[src/rtl/ip_header_encode8.sv]
// IPv4 header transmitter: latches header fields on start, computes the header
// checksum over ten cycles, then streams the 20 header bytes MSB-first.
module ip_header_encode8 #(
   parameter int         AVL_SIZE  = 8,
   parameter int         IP_SIZE   = 32,
   parameter int         HDR_BYTES = 20,
   parameter logic [7:0] TTL       = 8'h40
) (
   input  logic                clk_i,
   input  logic                sync_reset_i,
   input  logic                start_i,
   input  logic [IP_SIZE-1:0]  src_ip_i,
   input  logic [IP_SIZE-1:0]  dst_ip_i,
   input  logic [15:0]         payload_len_i,
   input  logic [7:0]          protocol_i,
   input  logic [15:0]         ident_i,
   output logic                busy_o,
   output logic [AVL_SIZE-1:0] data_out_o,
   output logic                data_out_valid_o,
   output logic                data_out_last_o,
   input  logic                data_out_ready_i
);

   localparam logic [1:0] ST_IDLE = 2'd0;
   localparam logic [1:0] ST_SUM  = 2'd1;
   localparam logic [1:0] ST_FOLD = 2'd2;
   localparam logic [1:0] ST_SEND = 2'd3;

   localparam logic [4:0] LAST_IDX  = 5'(HDR_BYTES - 1);
   localparam logic [3:0] LAST_WORD = 4'(HDR_BYTES / 2 - 1);
   localparam logic [3:0] CSUM_WORD = 4'd5;

   logic [1:0]         state_q, state_d;
   logic [3:0]         cnt_q, cnt_d;
   logic [4:0]         idx_q, idx_d;
   logic [19:0]        acc_q, acc_d;
   logic [15:0]        csum_q, csum_d;
   logic [IP_SIZE-1:0] src_q, src_d;
   logic [IP_SIZE-1:0] dst_q, dst_d;
   logic [15:0]        len_q, len_d;
   logic [7:0]         proto_q, proto_d;
   logic [15:0]        ident_q, ident_d;

   logic [15:0] hdr_w [10];
   logic [15:0] sum_w;
   logic [15:0] send_w;
   logic [7:0]  send_byte;
   logic [16:0] fold_s;

   always_comb begin
      hdr_w[0] = 16'h4500;
      hdr_w[1] = len_q + 16'(HDR_BYTES);
      hdr_w[2] = ident_q;
      hdr_w[3] = 16'h4000;
      hdr_w[4] = {TTL, proto_q};
      hdr_w[5] = csum_q;
      hdr_w[6] = src_q[31:16];
      hdr_w[7] = src_q[15:0];
      hdr_w[8] = dst_q[31:16];
      hdr_w[9] = dst_q[15:0];
   end

   // The checksum word contributes zero while the sum is being formed.
   assign sum_w     = (cnt_q == CSUM_WORD) ? 16'h0000 : hdr_w[cnt_q];
   assign send_w    = hdr_w[idx_q[4:1]];
   assign send_byte = idx_q[0] ? send_w[7:0] : send_w[15:8];
   assign fold_s    = {1'b0, acc_q[15:0]} + {13'b0, acc_q[19:16]};

   assign busy_o           = (state_q != ST_IDLE);
   assign data_out_valid_o = (state_q == ST_SEND);
   assign data_out_last_o  = data_out_valid_o && (idx_q == LAST_IDX);
   assign data_out_o       = data_out_valid_o ? AVL_SIZE'(send_byte) : '0;

   always_comb begin
      // NOTE: every next-state signal takes its held value first so no path leaves it unassigned (no latches).
      state_d = state_q;
      cnt_d   = cnt_q;
      idx_d   = idx_q;
      acc_d   = acc_q;
      csum_d  = csum_q;
      src_d   = src_q;
      dst_d   = dst_q;
      len_d   = len_q;
      proto_d = proto_q;
      ident_d = ident_q;
      case (state_q)
         ST_IDLE: begin
            if (start_i) begin
               src_d   = src_ip_i;
               dst_d   = dst_ip_i;
               len_d   = payload_len_i;
               proto_d = protocol_i;
               ident_d = ident_i;
               acc_d   = '0;
               csum_d  = '0;
               cnt_d   = '0;
               idx_d   = '0;
               state_d = ST_SUM;
            end
         end
         ST_SUM: begin
            acc_d = acc_q + 20'(sum_w);
            cnt_d = cnt_q + 4'd1;
            if (cnt_q == LAST_WORD) state_d = ST_FOLD;
         end
         ST_FOLD: begin
            csum_d  = ~(fold_s[15:0] + {15'b0, fold_s[16]});
            state_d = ST_SEND;
         end
         default: begin
            if (data_out_ready_i) begin
               if (idx_q == LAST_IDX) begin
                  idx_d   = '0;
                  state_d = ST_IDLE;
               end else begin
                  idx_d = idx_q + 5'd1;
               end
            end
         end
      endcase
   end

   // NOTE: sequential state uses non-blocking assignments only; the reset clears every register, fields included.
   always_ff @(posedge clk_i) begin
      if (sync_reset_i) begin
         state_q <= ST_IDLE;
         cnt_q   <= '0;
         idx_q   <= '0;
         acc_q   <= '0;
         csum_q  <= '0;
         src_q   <= '0;
         dst_q   <= '0;
         len_q   <= '0;
         proto_q <= '0;
         ident_q <= '0;
      end else begin
         state_q <= state_d;
         cnt_q   <= cnt_d;
         idx_q   <= idx_d;
         acc_q   <= acc_d;
         csum_q  <= csum_d;
         src_q   <= src_d;
         dst_q   <= dst_d;
         len_q   <= len_d;
         proto_q <= proto_d;
         ident_q <= ident_d;
      end
   end

endmodule
[config.mk]
export PLATFORM = sky130hd
export DESIGN_NAME = ip_header_encode8
export DESIGN_NICKNAME = d
export VERILOG_FILES = /design/src/rtl/ip_header_encode8.sv
export SDC_FILE = /design/constraint.sdc
export NUM_CORES = 1
export LEC_CHECK = 0
export BUFFER_PORTS_ARGS = -buffer_cell sky130_fd_sc_hd__buf_2
export CORE_AREA = 5 5 164 166
export CTS_CLUSTER_SIZE = 8
export DETAILED_ROUTE_END_ITERATION = 7
export DIE_AREA = 0 0 169 171
export HOLD_SLACK_MARGIN = 0.08
export SLEW_MARGIN = 20
export SYNTH_ARGS = -nofsm -noshare
export SYNTH_HDL_FRONTEND = slang
export SYNTH_SLANG_ARGS = --single-unit
[constraint.sdc]
create_clock -name clk_i -period 3.5 [get_ports clk_i]
set_clock_uncertainty 0.1 [all_clocks]
set_input_delay 0.525 -clock clk_i [delete_from_list [all_inputs] [get_ports clk_i]]
set_output_delay 0.525 -clock clk_i [all_outputs]
set_load 0.01 [all_outputs]
==> out/results.ini <==
[outcome]
run_status=finished, final reports clean

[detailed_routing]
antenna_left=0
vias=9380
wl_per_cell_um=19.21
drtIter0Drc=780
vias_per_cell=5.560
wl_um=32400
drc=0
dr.pass1.iters=5

[placed_design]
dpl.hpwl_um=25030
place_ws_ps=-60.79
gp_congestion=0.9676
place_area_um2=10690
io_buffers=118

[power]
swShare=0.3763
p_int_mw=3.884
seqPwrFrac=0.368
pwr-share-comb=0.326
ir_worst_vdd_mv=0.2978
leakagePower_nw=4.486
power_density_nw_per_um2=543.7
switchingPower_mw=2.343
pwr-share-clk=0.305

[critical_path]
worst_setup_path_start_kind=flip-flop
end_kind=flip-flop
rrSetupSlack_ps=100
r2r-start=len_q[2]
reg2regPathDepth=14
crit_end=acc_q[15]
path_class=flip-flop to flip-flop
cp_max_fo=3
r2r-end=acc_q[15]
crit_required_ps=3710
crit_path_start=len_q[2]
arrival_ps=3610

[cts]
numCtsBuffers=17
cts_setup_buffers=0
clkTransAtPathRegs_ps=70
cts_root_buffer=clkbuf_16
h-tree-depth=4
cts_buffer_depth=2
clk_latency_ps=430
cts_tree=yes
cts_sinks=151

[synthesis]
ys_top_cells_by_area=dfxtp_1 (32%), nand2_1 (11%), a21oi_1 (8.9%), ha_1 (4.1%), mux2i_1 (4.0%)
async_flop_share=0
netlist_area_um2=9417
synth_common_cells=nand2_1 (278), a21oi_1 (167), dfxtp_1 (151), nor2_1 (73), clkbuf_1 (56)
yosys.area.top_type=dfxtp_1
syn_avg_cell_area_um2=7.808
synth_top_cell_area_share=0.3210
synthCells=1206
synthFlopType=dfxtp_1
synth_enable_flop_cells=0
synth_most_common_cell=nand2_1
synth_seq_cells=151
synth_nets=1347
synth_cell_type_count=76
seq_area_frac_synth=0.3210
ys.warnings.count=0

[cells_and_area]
layout-drive-gt1-share=0.2322
area_growth_pct=21.62
fin_nets=1480
diodes=0
post-route-cell-area_um2=11450

[floorplan]
start_util=0.3697
core_um2=25470
num_rows=59
die_area_um2=28900
ios=119
fp.dieH_um=171
die_w_um=169

[timing]
max_freq_ghz=0.2944
whs_ps=223.5
finalMaxSlewViolations=0
setup_viol=0
worst_pin_slew_ps=792.7
setup-tns-final_ps=0
hold_viol=0
maxSlewHeadroom=0.4696
setup_ws_ps=102.9
period_needed_ps=3397
finalCritPeriodShare=0.9706

[grt]
grtUsageMet1=0.2894
top_usage_layer=met2
track_usage=0.2179
grt_pass1_wl_um=49560
grt.overflow.total=0
grt_max_degree=105
met2_usage=0.3560
globalRouteMet3Util=0.03882
grt_pass1_vias=8818
antenna_found_initial=0

[job]
maxCapViolations=0

[hold_path]
hold_class=input pin to flip-flop

critical path: stages (launching register included):
cell,delay (ps)
dfxtp_1,320
ha_1,240
o21ai_1,200
xnor2_1,190
a221oi_1,130
o22a_1,240
a21oi_1,270
ha_1,310
a2111o_1,420
a21oi_2,150
buf_4,130
o2111ai_1,120
a31oi_1,190
xnor2_1,80
a22o_1,190
power by group through the flow:
stage          registers (mW)  logic (mW)  clock network [mW]
4_1_cts                  2.29        2.01                1.92
3_3_place_gp             2.31        1.98                   0
5_1_grt                  2.33        2.25                1.98
2_1_floorplan            2.20        1.38                   0
6_report                 2.29        2.03                1.90
3_5_place_dp             2.32        2.00                   0
cell type report:
| cell class | instances | area (µm²) |
|---|---|---|
| fill | 2638 | 14020 |
| timing repair buffer | 201 | 1245 |
| clock buffer | 18 | 439.2 |
| tap | 335 | 419.2 |
| inverter | 15 | 56.30 |
| sequential | 151 | 3032 |
| clock inverter | 14 | 162.7 |
| multi-input combinational | 953 | 6098 |
routing by layer:
metal,wire length (µm),vias to the layer above,part of all wire
met5,0,-,0
met4,1146,0,0.035
met3,1794,61,0.055
met2,15030,337,0.46
met1,14440,4440,0.45
li1,-,4542,-
logic make-up (layout without fill, tap and decap cells):
| logic type | after synthesis | in the layout | synth area share |
|---|---|---|---|
| compound gates | 352 | 352 | 0.2336 |
| xor+xnor | 54 | 54 | 0.05023 |
| fa+ha+maj | 33 | 33 | 0.04544 |
| buf+inv | 102 | 248 | 0.04810 |
| flops | 151 | 151 | 0.3210 |
| mux | 67 | 67 | 0.09421 |
| simple gates | 447 | 447 | 0.2074 |
timing repair:
item,CTS,global route
pin swaps,1,10
hold buffers,0,0
endpoints found under the setup margin,6,13
gates resized for setup,6,35
worst min-delay path by stage:
stage,startpoint,endpoint,cells past startpoint,slack (ps)
finish,dst_ip_i[20],dst_q[20],3,220
detailed placement,ident_q[10],ident_q[10],2,360
floorplan,csum_q[12],csum_q[12],2,330
CTS,dst_ip_i[20],dst_q[20],3,220
global placement,len_q[13],len_q[13],2,350
global route,src_ip_i[23],src_q[23],3,220
sequential cells by signal, summed over array words and instances, names as in the netlist:
register / flops
csum_q: 16
acc_q: 20
cnt_q: 4
dst_q: 32
state_q: 2
src_q: 32
proto_q: 8
idx_q: 5
ident_q: 16
len_q: 16
stage by stage:
step                cells  utilization  power (mW)
floorplan            1206            -       3.576
global placement     1655       0.4198       4.294
detailed placement   1655       0.4198       4.321
CTS                  1687       0.4440       6.218
global route         1687       0.4497       6.559
finish               1687       0.4497       6.227
cells in the final DEF (no fill, tap or decap), types with 16 or more instances in the layout:
cell,n
xor2_1,26
dfxtp_1,148
a22oi_1,21
ha_1,30
buf_2,117
nand2_1,277
a21oi_1,161
xnor2_1,25
mux4_2,16
o21ai_0,42
clkbuf_16,17
buf_4,81
mux2i_1,37
nor2_1,71
(Power assumes the default switching activity.)
